==> config.mk <==
export PLATFORM = sky130hd
export DESIGN_NAME = alu_arbiter
export DESIGN_NICKNAME = d
export VERILOG_FILES = /design/src/rtl/alu_pkg.sv /design/src/rtl/alu_arbiter_rr_pick.sv /design/src/rtl/alu_arbiter.sv
export SDC_FILE = /design/constraint.sdc
export NUM_CORES = 1
export LEC_CHECK = 0
export CORE_MARGIN = 2
export CORE_UTILIZATION = 35
export CTS_CLUSTER_SIZE = 16
export DETAILED_ROUTE_END_ITERATION = 6
export MAX_ROUTING_LAYER = met4
export PLACE_DENSITY = 0.76
export SYNTH_ARGS = -nofsm -noshare
export SYNTH_HDL_FRONTEND = slang
export SYNTH_SLANG_ARGS = --single-unit
export TNS_END_PERCENT = 10
==> constraint.sdc <==
create_clock -name clk -period 1.81 [get_ports clk]
set_clock_uncertainty 0.2 [all_clocks]
set_input_delay 0.4525 -clock clk [delete_from_list [all_inputs] [get_ports clk]]
set_output_delay 0.4525 -clock clk [all_outputs]
set_load 0.01 [all_outputs]
==> src/rtl/alu_pkg.sv <==
// Shared definitions for the ALU arbiter: widths, FSM states and the
// round-robin pointer helper. Supports up to four requesters.
package alu_pkg;

   localparam int ALU_W     = 16;
   localparam int ALU_CMD_W = 3;
   localparam int IDX_W     = 2;

   typedef enum logic [1:0] {
      IDLE = 2'd0,
      EXEC = 2'd1,
      DONE = 2'd2
   } state_e;

   // Pointer to the requester after idx, wrapping at nreq.
   function automatic logic [IDX_W-1:0] rr_next(input logic [IDX_W-1:0] idx,
                                                input int nreq);
      if (int'(idx) >= nreq - 1) begin
         return '0;
      end
      return idx + IDX_W'(1);
   endfunction

endpackage

==> src/rtl/alu_arbiter_rr_pick.sv <==
// Combinational round-robin picker: first set bit of req at or after rr,
// wrapping, reported as one-hot and as an index.
module rr_pick
   import alu_pkg::*;
#(
   parameter int NREQ = 2
) (
   input  logic [NREQ-1:0]  req,
   input  logic [IDX_W-1:0] rr,
   output logic [NREQ-1:0]  gnt,
   output logic [IDX_W-1:0] gnt_idx
);

   logic found;

   // Scan priority distances 0..NREQ-1 from rr; the first requester hit wins.
   always_comb begin
      gnt     = '0;
      gnt_idx = '0;
      found   = 1'b0;
      for (int off = 0; off < NREQ; off++) begin
         for (int k = 0; k < NREQ; k++) begin
            if (!found && req[k] && (((k - int'(rr) + NREQ) % NREQ) == off)) begin
               found      = 1'b1;
               gnt[k]     = 1'b1;
               gnt_idx    = IDX_W'(k);
            end
         end
      end
   end

endmodule

==> src/rtl/alu_arbiter.sv <==
// Round-robin arbiter/sequencer sharing one combinational ALU among NREQ
// requesters. Optional grant hold via `lock` when ALU_ARB_LOCK_EN is defined.
module alu_arbiter
   import alu_pkg::*;
#(
   parameter int NREQ = 2,
   parameter int W    = 16
) (
   input  logic                      clk,
   input  logic                      rst_n,
   input  logic [NREQ-1:0]           req,
`ifdef ALU_ARB_LOCK_EN
   input  logic [NREQ-1:0]           lock,
`endif
   input  logic [NREQ*W-1:0]         op_a,
   input  logic [NREQ*W-1:0]         op_b,
   input  logic [NREQ*ALU_CMD_W-1:0] op_cmd,
   output logic [NREQ-1:0]           done,
   output logic [W-1:0]              res,
   output logic                      res_cy,
   output logic                      res_z,
   output logic                      alu_cs,
   output logic [W-1:0]              alu_a,
   output logic [W-1:0]              alu_b,
   output logic [ALU_CMD_W-1:0]      alu_cmd,
   input  logic [W-1:0]              alu_r,
   input  logic                      alu_cy,
   input  logic                      alu_z
);

   state_e                 state_q, state_d;
   logic [IDX_W-1:0]       rr_q, rr_d;
   logic [IDX_W-1:0]       gnt_idx_q, gnt_idx_d;
   logic [NREQ-1:0]        gnt_oh_q, gnt_oh_d;
   logic [NREQ-1:0]        done_q, done_d;
   logic [W-1:0]           res_q, res_d;
   logic                   res_cy_q, res_cy_d;
   logic                   res_z_q, res_z_d;
   logic                   alu_cs_q, alu_cs_d;
   logic [W-1:0]           alu_a_q, alu_a_d;
   logic [W-1:0]           alu_b_q, alu_b_d;
   logic [ALU_CMD_W-1:0]   alu_cmd_q, alu_cmd_d;

   logic [NREQ-1:0]        pick_oh;
   logic [IDX_W-1:0]       pick_idx;
   logic [W-1:0]           sel_a, sel_b;
   logic [ALU_CMD_W-1:0]   sel_cmd;

   rr_pick #(.NREQ(NREQ)) u_pick (
      .req     (req),
      .rr      (rr_q),
      .gnt     (pick_oh),
      .gnt_idx (pick_idx)
   );

   // One-hot mux of the winner's operands and command.
   always_comb begin
      sel_a   = '0;
      sel_b   = '0;
      sel_cmd = '0;
      for (int k = 0; k < NREQ; k++) begin
         if (pick_oh[k]) begin
            sel_a   = op_a[k*W +: W];
            sel_b   = op_b[k*W +: W];
            sel_cmd = op_cmd[k*ALU_CMD_W +: ALU_CMD_W];
         end
      end
   end

   always_comb begin
      state_d   = state_q;
      rr_d      = rr_q;
      gnt_idx_d = gnt_idx_q;
      gnt_oh_d  = gnt_oh_q;
      done_d    = '0;
      res_d     = res_q;
      res_cy_d  = res_cy_q;
      res_z_d   = res_z_q;
      alu_cs_d  = alu_cs_q;
      alu_a_d   = alu_a_q;
      alu_b_d   = alu_b_q;
      alu_cmd_d = alu_cmd_q;
      case (state_q)
         IDLE: begin
            if (|req) begin
               alu_a_d   = sel_a;
               alu_b_d   = sel_b;
               alu_cmd_d = sel_cmd;
               alu_cs_d  = 1'b1;
               gnt_idx_d = pick_idx;
               gnt_oh_d  = pick_oh;
               state_d   = EXEC;
            end
         end
         EXEC: begin
            res_d    = alu_r;
            res_cy_d = alu_cy;
            res_z_d  = alu_z;
            done_d   = gnt_oh_q;
            alu_cs_d = 1'b0;
            state_d  = DONE;
         end
         DONE: begin
            rr_d = rr_next(gnt_idx_q, NREQ);
`ifdef ALU_ARB_LOCK_EN
            // A locking requester that still requests keeps the next slot.
            if (|(lock & req & gnt_oh_q)) begin
               rr_d = gnt_idx_q;
            end
`endif
            state_d = IDLE;
         end
         default: state_d = IDLE;
      endcase
   end

   always_ff @(posedge clk or negedge rst_n) begin
      if (!rst_n) begin
         state_q   <= IDLE;
         rr_q      <= '0;
         gnt_idx_q <= '0;
         gnt_oh_q  <= '0;
         done_q    <= '0;
         res_q     <= '0;
         res_cy_q  <= 1'b0;
         res_z_q   <= 1'b0;
         alu_cs_q  <= 1'b0;
         alu_a_q   <= '0;
         alu_b_q   <= '0;
         alu_cmd_q <= '0;
      end else begin
         state_q   <= state_d;
         rr_q      <= rr_d;
         gnt_idx_q <= gnt_idx_d;
         gnt_oh_q  <= gnt_oh_d;
         done_q    <= done_d;
         res_q     <= res_d;
         res_cy_q  <= res_cy_d;
         res_z_q   <= res_z_d;
         alu_cs_q  <= alu_cs_d;
         alu_a_q   <= alu_a_d;
         alu_b_q   <= alu_b_d;
         alu_cmd_q <= alu_cmd_d;
      end
   end

   assign done    = done_q;
   assign res     = res_q;
   assign res_cy  = res_cy_q;
   assign res_z   = res_z_q;
   assign alu_cs  = alu_cs_q;
   assign alu_a   = alu_a_q;
   assign alu_b   = alu_b_q;
   assign alu_cmd = alu_cmd_q;

endmodule

* Word level (Yosys, flattened, before mapping)
Index checks and enable logic that the tools add are counted.
Widths: inputs -> output; s select.
** Cells by class
- Add/sub/neg operators :: 5
- $lt $le $gt $ge :: 1
- Equality and inequality tests :: 5
- Mux-type cells :: 24
- Bitwise gates (word level) :: 2
- Reductions and logical operators :: 17
** Operator list (number)
- $add 32x3->32 const B :: 2
- $logic_not 32->1 :: 2
- $mux 16 :: 4
- $mux 1 :: 12
- $mux 2 :: 4
- $logic_and 1x1->1 :: 7
- $eq 2x2->1 const B :: 3
- $mux 3 :: 2
- $sub 1x2->3 const A :: 2
- $pmux 2 s2 :: 1
- $reduce_and 2->1 :: 2
- $logic_not 1->1 :: 3
- $add 2x1->2 const B :: 1
- $and 1x1->1 :: 2
- $eq 2x1->1 const B :: 1
- $ge 2x1->1 const B :: 1
- $logic_not 2->1 :: 1
- $ne 2x2->1 const B :: 1
- $pmux 1 s2 :: 1
- $reduce_bool 2->1 :: 1
- $reduce_or 2->1 :: 1
** Storage, ports and cells
- Register bits :: 64
- Input port bits :: 92
- Output and inout bits :: 56
- Logic and storage cells :: 66

* Depth between registers and ports, before layout
- Depth after elaboration :: 19
- Mapped depth :: 6
- Depth with buffers taken out :: 3

* By module
A second synthesis with hierarchy kept.
** Second synthesis, totals
- Cell total of the unflattened synthesis :: 235
- Area total of the unflattened synthesis :: 2859.0 um^2
** Modules (own cells, without submodules)
- alu_arbiter :: times used 1, cells an instance 228, area an instance 2817.7 um^2, seq. area each 1601.5 um^2
- rr_pick :: times used 1, cells an instance 7, area an instance 41.3 um^2, seq. area each 0.0 um^2

* Least setup slack after synthesis
OpenSTA, ideal clock, no wires.
- Path type :: input to register
- Start :: input req[1]
- End :: register alu_a_q[5] (netlist: alu_a[5])
- Library setup time :: 0.082 ns
- Arrival :: 1.521 ns
- Data required time :: 1.528 ns
- Path slack :: 0.007 ns
- Cell stages on the path :: 6
- Path buffers :: 3
- Cells stage by stage :: or3b_1 buf_2 or2_1 buf_6 buf_6 a31oi_1
** On the way
- Longest elaborated chain between the ends :: 12
- Elaborated cells between the ends (all ways) :: 17
- Those cells by class :: mux: 7; reduce/logical: 10
** Ends and longest elaborated chain
- start: declaration :: line alu_arbiter.sv:11 : input logic [NREQ-1:0] req,
- $logic_and 1x1->1 (2 in series) :: line alu_arbiter_rr_pick.sv:23 : if (!found && req[k] && (((k - int'(rr) + NREQ) % NREQ) == off)) begin
- $mux 1 :: line alu_arbiter_rr_pick.sv:23
- $logic_not 1->1 :: line alu_arbiter_rr_pick.sv:23
- $logic_and 1x1->1 (2 in series) :: line alu_arbiter_rr_pick.sv:23
- $mux 1 :: line alu_arbiter_rr_pick.sv:23
- $logic_not 1->1 :: line alu_arbiter_rr_pick.sv:23
- $logic_and 1x1->1 (2 in series) :: line alu_arbiter_rr_pick.sv:23
- $mux 1 :: line alu_arbiter_rr_pick.sv:23
- $mux 16 :: line alu_arbiter.sv:62 : if (pick_oh[k]) begin
- end signal: assignment :: line alu_arbiter.sv:141 : alu_a_q <= alu_a_d;
- end: declaration :: line alu_arbiter.sv:40 : logic [W-1:0] alu_a_q, alu_a_d;
Several ways; a longest one is shown, not always the timed one.
A chain may end at the register's enable or synchronous reset.

* Worst setup path in the final report
- Start :: register state_q[1]
- End :: register alu_a_q[12] (netlist: alu_a[12])
** On the way
- Longest elaborated chain between the ends :: 2
** Ends and longest elaborated chain
- start: declaration :: line alu_arbiter.sv:31 : state_e state_q, state_d;
- start signal: assignment :: line alu_arbiter.sv:132 : state_q <= state_d;
- $logic_not 2->1 :: line alu_arbiter.sv:83 : case (state_q)
- $reduce_and 2->1 (no line)
No other way between the ends.

==> metrics <==
Synth top area share 56.5%; FF+latch count, synth 62; depth of the most critical reg-to-reg path 4; CTS tree done; gp weighted congestion 0.803; number of buffers added on ports 147; Detail Route Antenna Nets 0; number of synthesis warnings 0; CTS buffer count 9; Num Clock Sinks 62; routed wire length 9.07 mm; Hold WC Path Type reg2reg; outcome finished clean; Post-Synthesis Cells 270; post-DP HPWL 5.90 mm; Final Max Slew Viols 0; Multi-input gate area 0.00127 sq mm; placeable core area 0.00765 sq mm; final hold vios 0; layout filler cell count 661; Congestion Overflow GR 0; largest cells by area after synthesis dfrtp_1 56%, a31oi_1 8.0%, mux2_2 7.4%, o21ai_0 6.9%, nand3_1 6.4%; hold wc startpoint gnt_idx_q[0]$_DFFE_PN0P_; Min Clock Period, post-route 1.78 ns; total track usage 20.8%; crit path max fanout 7; crit path kind reg2reg; first-pass GRT wire length 13.7 mm; Setup WS pre-CTS -0.403 ns; max frequency 562 MHz; Setup violations, final 0; Iteration-0 DRC Markers 184; Netlist cell types 21; Slowest Stage Delay on Critical Path 0.44 ns; Pleak 0.00198 uW; diode count 0; Sequential Area 0.00155 sq mm; CP cell instances or3b_4, or2_4, clkbuf_16, a31oi_1; endpoint class of the critical path flip-flop; Top Ports 148; Reg clk slew, reported paths 0.07 ns; Max VDD drop 0.653 mV; # rows 32; Max Cap Viol 0; clk_lat worst skew 0.32 ns; initial antenna violation count 0; CP max stage cell dfrtp_2; Hold Path Cell Cnt 1; drt drc 0; Max clock buf depth 2; Slew @ Worst Pin 0.396 ns; post-route setup slack 0.0309 ns; nets 512; Via density 5.37; post-route cell area 0.00481 sq mm; Worst EP arrival 1.83 ns; Die Y 92.6 microns; pin count of the biggest net entering global routing 40; Seq/Total Area, Yosys 56.5%; vias in the first global route 2799; CP delay by family, top simple AND/OR/NAND/NOR gates; hold endpoint rr_q[0]$_DFFE_PN0N_; synthesized area 0.00275 sq mm; capture point of the worst reg-to-reg path alu_a[12]$_DFFE_PN0P_; worst path bufs/invs 1; routed vias 2832; Clock Tree Root clkbuf_8; RR Startpoint state_q[1]$_DFFE_PN0P_; Critical Path RT 1.86 ns; reg-to-reg setup timing slack 0.03 ns; leading cell types in the layout, fill and taps excluded 89 x clkdlybuf4s50_1, 61 x dfrtp_1, 56 x dlygate4sd2_1; H-tree depth 3; P&R area growth vs syn 75.2%; DR pass1 iterations 4; syn avg cell area 10.2 sq um; Die Wd 92.6 microns; Placement Cell Area 0.00437 sq mm; WL/cell 17.2 microns; Initial Util 35.9%; share of cells above drive strength 1 20.2%; Die ar. 0.00857 sq mm; Synth area leader dfrtp_1; Pwr Density 1570 mW/mm^2; most common cell after layout, fill and taps aside clkdlybuf4s50_1; Slew HR 73.6%; CP Launch Type flip-flop; syn_nets 362; Final period util 98.3%; Hold WS 0.266 ns
report_power, final:
group / internal, uW / switching, uW / total [uW]
registers: 2110 / 365 / 2470
clock network: 606 / 519 / 1120
logic: 1980 / 1960 / 3930
total: 4690 / 2840 / 7530
per-layer routing:
metal | routed length [microns] | up-vias | track usage [%]
met5 | 0 | - | -
met4 | 105 | 0 | 7.21
met3 | 584 | 10 | 4.15
met2 | 4580 | 144 | 32.5
met1 | 3800 | 1380 | 27.2
li1 | - | 1298 | -
metrics by stage:
stage	TNS (ns)	power, uW	std cells	utilization (%)
2_1_floorplan	0	4310	270	-
3_3_place_gp	-12.23	6220	506	57.2
3_5_place_dp	-13.71	6340	506	57.2
4_1_cts	-0.149	7010	523	58.9
5_1_grt	-0.0146	8010	527	62.9
6_report	0	7530	527	62.9
logic make-up (layout without fill, tap and decap cells):
group           Yosys count  in the layout  synth area share, %
compound gates           75             75                 15.4
flops                    62             62                 56.5
buf+inv                  30            185                 5.01
simple gates             85             85                 15.7
mux                      18             18                 7.38
flip-flops by register name (all words and copies together), names as in the netlist, 2 cells and up:
signal / flops
gnt_oh_q: 2
res: 16
state_q: 2
done: 2
alu_cmd: 3
alu_b: 16
alu_a: 16
cell usage after synthesis:
master,number
or2_1,1
or3b_1,1
or2_2,2
nor2_1,3
buf_6,3
o21ai_0,38
o22ai_1,1
nand2_1,3
nor3_1,35
mux2_2,18
o21a_1,1
clkbuf_1,23
a31oi_1,35
buf_2,2
nand3_1,35
nand2b_1,1
inv_1,1
and2_1,2
dfrtp_1,62
buf_1,1
nor2b_1,2
timing repair:
item	CTS	global route
cloned	0	4
pin swaps	0	2
gates resized for setup	57	35
hold buffers	1	0
hold endpoints to repair	62	0
endpoints found under the setup margin	92	36
buffers inserted	0	0
worst max-delay path by stage:
stage,start,end,slack [ns],cells after the start
after detailed placement,req[1],alu_b[6]$_DFFE_PN0P_,-0.40,5
after global placement,req[1],gnt_oh_q[0]$_DFFE_PN0P_,-0.34,5
after CTS,req[1],alu_b[12]$_DFFE_PN0P_,-0.04,5
final,state_q[1]$_DFFE_PN0P_,alu_a[12]$_DFFE_PN0P_,0.03,4
after floorplan,req[1],alu_a[5]$_DFFE_PN0P_,0.007,6
after global routing,state_q[1]$_DFFE_PN0P_,alu_a[10]$_DFFE_PN0P_,-0.01,4
worst reg2reg max path, delay by kind of cell (launching register included):
kind	cells	cell delay (ns)
flip-flops	1	0.44
AO/OA/AOI/OAI	1	0.13
buffers and inverters	1	0.20
AND/OR/NAND/NOR	2	0.75
final cells by class:
class,instances,share of cell area (%)
inverters,1,0.0780
clock buffers,13,3.51
flip-flops and latches,62,32.3
multi-input cells,178,26.4
clock inverters,3,0.364
well taps,102,2.65
repair buffers,168,34.7
Note: power is estimated with default switching activity, not from simulation.
